--- config.mk ---
export PLATFORM = sky130hd
export DESIGN_NAME = mips_id_stage
export DESIGN_NICKNAME = d
export VERILOG_FILES = /design/src/rtl/mips_id_stage.sv
export SDC_FILE = /design/constraint.sdc
export NUM_CORES = 2
export LEC_CHECK = 0
export CORE_UTILIZATION = 50
export DETAILED_ROUTE_END_ITERATION = 10
export HOLD_SLACK_MARGIN = 0.06
export PLACE_DENSITY = 0.69
export SKIP_CTS_REPAIR_TIMING = 1
export SLEW_MARGIN = 0
export SYNTH_ARGS = -nofsm -noshare
export SYNTH_HDL_FRONTEND = slang
export SYNTH_SLANG_ARGS = --single-unit
--- constraint.sdc ---
create_clock -name clk -period 9.26 [get_ports clk]
set_input_delay 0.926 -clock clk [delete_from_list [all_inputs] [get_ports clk]]
set_output_delay 0.926 -clock clk [all_outputs]
set_load 0.02 [all_outputs]
--- src/rtl/mips_id_stage.sv ---
// MIPS instruction-decode stage: decode, register-file read with write-back bypass,
// pending-write scoreboard interlock, and a registered valid/ready bundle toward EX.
module mips_id_stage #(
    parameter int unsigned DATA_W   = 32,
    parameter int unsigned NUM_REGS = 32
) (
    input  logic              clk,
    input  logic              rst_n,
    input  logic              in_valid,
    output logic              in_ready,
    input  logic [31:0]       instr,
    output logic              out_valid,
    input  logic              out_ready,
    input  logic              flush,
    output logic [DATA_W-1:0] out_op1,
    output logic [DATA_W-1:0] out_op2,
    output logic [DATA_W-1:0] out_store,
    output logic [4:0]        out_dest,
    output logic              out_mem_r,
    output logic              out_mem_w,
    output logic              out_reg_w,
    output logic              out_mem_to_reg,
    output logic [3:0]        out_alu_ctrl,
    output logic              out_illegal,
    input  logic              wb_en,
    input  logic [4:0]        wb_addr,
    input  logic [DATA_W-1:0] wb_data
);
    localparam int unsigned IDX_W = $clog2(NUM_REGS);
    typedef logic [DATA_W-1:0] word_t;

    logic [5:0] opcode, funct;
    logic [4:0] rs, rt, rd;
    logic       unused_shamt;
    assign opcode       = instr[31:26];
    assign rs           = instr[25:21];
    assign rt           = instr[20:16];
    assign rd           = instr[15:11];
    assign funct        = instr[5:0];
    assign unused_shamt = ^instr[10:6];

    logic       dec_mem_r, dec_mem_w, dec_reg_w, dec_mem_to_reg, dec_illegal;
    logic       rt_used, use_imm;
    logic [1:0] aluop;
    logic [3:0] dec_alu_ctrl;
    logic [4:0] dec_dest;

    always_comb begin
        dec_mem_r      = 1'b0;
        dec_mem_w      = 1'b0;
        dec_reg_w      = 1'b0;
        dec_mem_to_reg = 1'b0;
        dec_illegal    = 1'b0;
        rt_used        = 1'b0;
        use_imm        = 1'b0;
        aluop          = 2'b00;
        dec_dest       = 5'd0;
        unique case (opcode)
            6'h00: begin dec_reg_w = 1'b1; aluop = 2'b10; dec_dest = rd; rt_used = 1'b1; end
            6'h23: begin
                dec_mem_r = 1'b1; dec_reg_w = 1'b1; dec_mem_to_reg = 1'b1;
                dec_dest  = rt;   use_imm   = 1'b1;
            end
            6'h2B: begin dec_mem_w = 1'b1; use_imm = 1'b1; rt_used = 1'b1; end
            6'h04: begin aluop = 2'b01; rt_used = 1'b1; end
            6'h08: begin dec_reg_w = 1'b1; dec_dest = rt; use_imm = 1'b1; end
            default: dec_illegal = 1'b1;
        endcase

        dec_alu_ctrl = 4'b0010;
        if (aluop == 2'b01) begin
            dec_alu_ctrl = 4'b0110;
        end else if (aluop == 2'b10) begin
            unique case (funct)
                6'h20: dec_alu_ctrl = 4'b0010;
                6'h22: dec_alu_ctrl = 4'b0110;
                6'h24: dec_alu_ctrl = 4'b0000;
                6'h25: dec_alu_ctrl = 4'b0001;
                6'h2A: dec_alu_ctrl = 4'b0111;
                default: begin dec_illegal = 1'b1; dec_reg_w = 1'b0; end
            endcase
        end
    end

    // Register file; entry 0 is never written and stays 0.
    word_t             regs_q [NUM_REGS];
    logic [NUM_REGS-1:0] pending_q, pending_d;
    logic              out_valid_q;
    word_t             op1_q, op2_q, store_q;
    logic [4:0]        dest_q;
    logic              mem_r_q, mem_w_q, reg_w_q, mem_to_reg_q, illegal_q;
    logic [3:0]        alu_ctrl_q;

    logic  rs_in, rt_in, wb_in, dest_in;
    word_t rs_val, rt_val;
    assign rs_in   = 32'(rs) < NUM_REGS;
    assign rt_in   = 32'(rt) < NUM_REGS;
    assign wb_in   = 32'(wb_addr) < NUM_REGS;
    assign dest_in = 32'(dest_q) < NUM_REGS;

    // Out-of-range indices read 0 even when a write-back targets them.
    always_comb begin
        rs_val = '0;
        if (rs != 5'd0 && rs_in) begin
            if (wb_en && wb_addr == rs) rs_val = wb_data;
            else                        rs_val = regs_q[rs[IDX_W-1:0]];
        end
        rt_val = '0;
        if (rt != 5'd0 && rt_in) begin
            if (wb_en && wb_addr == rt) rt_val = wb_data;
            else                        rt_val = regs_q[rt[IDX_W-1:0]];
        end
    end

    function automatic logic busy(input logic [4:0] idx, input logic [NUM_REGS-1:0] pend,
                                  input logic clr_en, input logic [4:0] clr_addr,
                                  input logic held, input logic [4:0] held_dest);
        logic hit;
        hit = 1'b0;
        if (idx != 5'd0) begin
            if (32'(idx) < NUM_REGS && pend[idx[IDX_W-1:0]] && !(clr_en && clr_addr == idx))
                hit = 1'b1;
            if (held && held_dest == idx) hit = 1'b1;
        end
        return hit;
    endfunction

    logic held_w, hazard, accept, fire, set_en;
    assign held_w = out_valid_q && reg_w_q && !out_ready;
    assign hazard = !dec_illegal &&
                    (busy(rs, pending_q, wb_en, wb_addr, held_w, dest_q) ||
                     (rt_used && busy(rt, pending_q, wb_en, wb_addr, held_w, dest_q)) ||
                     busy(dec_dest, pending_q, wb_en, wb_addr, held_w, dest_q));
    assign in_ready = !hazard && (!out_valid_q || out_ready) && !flush;
    assign accept   = in_valid && in_ready;
    assign fire     = out_valid_q && out_ready && !flush;
    assign set_en   = fire && reg_w_q && dest_q != 5'd0 && dest_in;

    // Set wins over a same-cycle write-back clear.
    always_comb begin
        pending_d = pending_q;
        if (wb_en && wb_in && wb_addr != 5'd0) pending_d[wb_addr[IDX_W-1:0]] = 1'b0;
        if (set_en) pending_d[dest_q[IDX_W-1:0]] = 1'b1;
    end

    always_ff @(posedge clk or negedge rst_n) begin
        if (!rst_n) begin
            for (int i = 0; i < int'(NUM_REGS); i++) regs_q[i] <= '0;
            pending_q <= '0;
        end else begin
            pending_q <= pending_d;
            if (wb_en && wb_in && wb_addr != 5'd0) regs_q[wb_addr[IDX_W-1:0]] <= wb_data;
        end
    end

    always_ff @(posedge clk or negedge rst_n) begin
        if (!rst_n) begin
            out_valid_q  <= 1'b0;
            op1_q        <= '0;
            op2_q        <= '0;
            store_q      <= '0;
            dest_q       <= '0;
            mem_r_q      <= 1'b0;
            mem_w_q      <= 1'b0;
            reg_w_q      <= 1'b0;
            mem_to_reg_q <= 1'b0;
            alu_ctrl_q   <= '0;
            illegal_q    <= 1'b0;
        end else if (accept) begin
            out_valid_q  <= 1'b1;
            op1_q        <= rs_val;
            op2_q        <= use_imm ? word_t'($signed(instr[15:0])) : rt_val;
            store_q      <= rt_val;
            dest_q       <= dec_dest;
            mem_r_q      <= dec_mem_r;
            mem_w_q      <= dec_mem_w;
            reg_w_q      <= dec_reg_w;
            mem_to_reg_q <= dec_mem_to_reg;
            alu_ctrl_q   <= dec_alu_ctrl;
            illegal_q    <= dec_illegal;
        end else if (flush || out_ready) begin
            out_valid_q  <= 1'b0;
        end
    end

    assign out_valid      = out_valid_q;
    assign out_op1        = op1_q;
    assign out_op2        = op2_q;
    assign out_store      = store_q;
    assign out_dest       = dest_q;
    assign out_mem_r      = mem_r_q;
    assign out_mem_w      = mem_w_q;
    assign out_reg_w      = reg_w_q;
    assign out_mem_to_reg = mem_to_reg_q;
    assign out_alu_ctrl   = alu_ctrl_q;
    assign out_illegal    = illegal_q;
endmodule

; Yosys cells after proc, flatten, opt, wreduce, memory -nomap -nowiden
; Cells that the tools add are included.
[word_totals]
wordCells = 180
regBits = 1166
input_bits = 75
[op_classes]
muxes = 54
n_bitwise = 6
eq_ne = 17
n_reduce_logical = 49
n_lt_le_gt_ge = 11
[ops]
columns = cell, n
row1 = $bwmux 1024, 1
row2 = $mux 32, 12
row3 = $bmux 32 s5, 2
row4 = $demux 32 s5, 1
row5 = $eq 6x6->1 const B, 7
row6 = $and 32x32->32, 1
row7 = $not 32->32, 1
row8 = $or 32x32->32, 1
row9 = $eq 5x5->1, 6
row10 = $lt 5x6->1 const B, 5
row11 = $mux 1, 28
row12 = $reduce_bool 5->1, 5
row13 = $logic_and 1x1->1, 24
row14 = $ge 6x6->1 const B, 3
row15 = $not 5->6, 3
row16 = $bmux 1 s5, 3
row17 = $pmux 3 s4, 1
row18 = $demux 1 s5, 2
row19 = $ge 5x1->1 const B, 2
row20 = $pmux 5 s2, 1
row21 = $reduce_or 5->1, 2
row22 = $reduce_or 3->1, 3
row23 = $logic_not 1->1, 8
row24 = $eq 6x3->1 const B, 1
row25 = 10 further kinds, 14

; Longest topological paths before layout
[depth]
depth_word = 17
depth_mapped = 14

; Least setup slack after synthesis
; OpenSTA, ideal clock, no wires.
[synth_path]
path_kind = input-to-output
from = input port instr[26]
to = output port in_ready
required_ns = 8.334
n_path_buf = 0
path_slack_ns = 5.207
arrival_ns = 3.127
stages = 8
cell_sequence = or4b_1 -> a21boi_1 -> nor2_1 -> a221oi_1 -> a311oi_1 -> a32oi_1 -> nor2_1 -> nor3_1
[synth_between]
elab_chain_len = 15
word_cells_on_any_way = 37
[synth_lines]
columns = element, line_no
row1 = from (decl), 11  ; input logic [31:0] instr,
row2 = "parallel branches: the longest is 11 deep, another holds $eq 6x4->1", -
row3 = $logic_and 1x1->1 (*), 130  ; assign hazard = !dec_illegal &&
row4 = $logic_not 1->1 (*), 134  ; assign in_ready = !hazard && (!out_valid_q || out_ready) && !flush;
row5 = $logic_and 1x1->1 (*) (2 in a row), 134
row6 = to (decl), 10  ; output logic in_ready,
; Every way passes the cells marked *. The select of a mux whose other input is x is not followed.

; Worst setup path after layout
; Ends and elaborated chain as after synthesis.

==> flow_summary.json <==
{
  "drive_gt1_share_pct": 51.2,
  "cpMaxStageDelayCell": "nor4_2",
  "outcome": "complete, no violations",
  "power_frac_clock_pct": 32.8,
  "fin_hold_ws_ps": 152,
  "critical-path-top-delay-family": "simple AND/OR/NAND/NOR gates",
  "r2r_cells": 9,
  "synthDistinctLibCells": 71,
  "path_clk_slew_ps": 70,
  "p_switching_uw": 4280,
  "dp_hpwl_um": 100000,
  "ys_top_cells_by_area": "dfrtp_1 47%, mux4_2 23%, mux2_2 20%",
  "ff2ff_setup_slack_ps": 4650,
  "antenna_found_initial": 3,
  "cp_num_buf_inv": 2,
  "core_um2": 122000,
  "fp.dieW_um": 353,
  "rows": 128,
  "wl_um": 184000,
  "largest_reg_flops": 1024,
  "cts_buffers": 119,
  "cts.path.max_buffers": 3,
  "firstDrtPassIters": 5,
  "viasPerCell": 6.76,
  "synth_ff_type": "dfrtp_1",
  "cp-end-kind": "output pin",
  "wl_per_cell_um": 32.3,
  "nNetsFinal": 4054,
  "hold_viol": 0,
  "cpPeakStageDelay_ps": 720,
  "slew_violations": 0,
  "grt_pass1_vias": 39200,
  "drt.antenna.violating_nets": 0,
  "clkLatencyLatePin_ps": 760,
  "cts_htree_levels": 3,
  "routabilityCongestion": 0.899,
  "synth_top_area_share_pct": 47.3,
  "initialDrtViolationCount": 4105,
  "fin_crit_ps": 5770,
  "setup_ws_ps": 3490,
  "cts_root_buffer": "clkbuf_16",
  "grt_usage_pct": 30.0,
  "period_share_pct": 62.3,
  "synth_top_area_cell": "dfrtp_1",
  "pwr-share-seq_pct": 44.3,
  "io_buffers": 185,
  "worstSetupPathType": "input pin to output pin",
  "timing.rr.start": "pending_q[4]",
  "io_pins": 187,
  "synth_seq_cells": 1165,
  "area.growth.synth_to_final_pct": 11.9,
  "critPathRequiredTime_ps": 8330,
  "grt_max_degree": 164,
  "synthesis.area_um2": 61600,
  "worst_pin_slew_ps": 1280,
  "async_flop_share_pct": 100,
  "startpoint_type": "input pin",
  "fmax_mhz": 173,
  "crit_chain": "clkdlybuf4s50_1, nor4_2, nand2_1, and3_1, o32ai_1, o32ai_1, a32oi_1, nor2_1, nor3_1, clkdlybuf4s50_1",
  "dieArea_um2": 125000,
  "synth_cells": 4020,
  "p_per_area_nw_per_um2": 224,
  "hp-class": "input pin to async pin",
  "die_y_um": 353,
  "grt_pass1_wl_um": 275000,
  "synth_warnings": 0,
  "seq_area_frac_synth_pct": 47.3,
  "timing.rr.end": "out_op1[10]",
  "worst-path-max-fanout": 12,
  "grt_overflow": 0,
  "power_uw": 15500,
  "slew_headroom_pct": 13.6,
  "clock-sinks": 1165,
  "p_int_uw": 11200,
  "setup_viol": 0,
  "skew_ps": 37.5,
  "p_sw_share_pct": 27.7,
  "ir_drop_v": 0.000153,
  "rsz0062_at_grt": "no",
  "p_leak_uw": 0.0293,
  "cap_violations": 0,
  "route.detailed.drc": 0,
  "cts_tree": "built",
  "syn_area_per_cell_um2": 15.3,
  "initial_utilization_pct": 50.5,
  "synth_nets": 4095,
  "regMostFlops": "regs_q",
  "vias": 38600,
  "p_comb_share_pct": 22.9,
  "dp_slack_ps": 3050,
  "tns_ps": 0,
  "synth-edff-count": 0,
  "arrival_ps": 4840
}
[kinds of logic after synthesis]
logic type	synth area share [%]
flip-flops	47.3
AND/OR/NAND/NOR	2.59
other	0.00609
multiplexers	44.3
buffers and inverters	3.10
AO/OA/AOI/OAI	2.50
XOR/XNOR	0.213
[cells in the final DEF (no fill, tap or decap), types with 26 or more instances in the layout]
master	instances
o21ai_0	81
a211oi_1	56
clkbuf_1	28
nor2_1	77
buf_4	100
nand3_1	34
dfrtp_1	1165
mux2_2	1095
clkbuf_16	121
mux4_2	639
clkdlybuf4s50_1	174
mux2i_1	54
clkbuf_8	39
inv_1	26
nand2_1	103
[worst max path at each step]
stage / start / endpoint / slack (ps) / cells after the start
after CTS: instr[26] / in_ready / 3540 / 10
after floorplan: instr[26] / in_ready / 5210 / 8
final: instr[26] / in_ready / 3490 / 10
after global routing: instr[26] / in_ready / 3160 / 10
after global placement: instr[23] / out_store[15] / 3100 / 10
after detailed placement: instr[23] / out_op1[20] / 3050 / 10
[metrics by stage]
step / utilization [%] / instances / instance area [um2]
CTS: 56.5 / 5706 / 68900
finish: 56.5 / 5707 / 68900
global route: 56.5 / 5706 / 68900
detailed placement: 53.1 / 5483 / 64800
floorplan: - / 4020 / 61600
global placement: 53.1 / 5483 / 64800
[final cells by class]
type,instances,area [um2]
Sequential cell,1165,29200
Clock buffer,188,3670
Timing Repair Buffer,286,2690
Clock inverter,35,465
Multi-Input combinational cell,2380,30800
Tap cell,1625,2030
Inverter,27,101
Fill cell,9605,53100
Antenna cell,1,2.50
[synth_stat cells (8+ instances only)]
master and n:
dfrtp_1 1165, mux2_2 1095, mux4_2 639, clkbuf_1 323, nand2_1 114, nor2_1 89
o21ai_0 85, buf_1 72, a211oi_1 56, mux2i_1 54, nand3_1 37, buf_2 36
inv_1 26, nor3_1 25, a21oi_1 22, o22ai_1 18, nor2b_1 17, buf_4 13
nor3b_1 9, xor2_1 8
[power by group through the flow]
stage	registers (uW)	clock network, uW	logic (uW)
2_1_floorplan	6830	0	2330
3_3_place_gp	6850	0	3470
3_5_place_dp	6910	0	3540
4_1_cts	6820	5140	3550
5_1_grt	6980	5330	3760
6_report	6850	5070	3550
[layer usage]
| layer | GRT usage, % | vias up | part of all wire, % |
|---|---|---|---|
| li1 | - | 15400 | - |
| met1 | 44.7 | 21000 | 43 |
| met2 | 45.0 | 1799 | 46 |
| met3 | 5.70 | 302 | 8.5 |
| met4 | 9.13 | 2 | 3.0 |
| met5 | 0 | - | 0.0070 |
(Power assumes the default switching activity.)
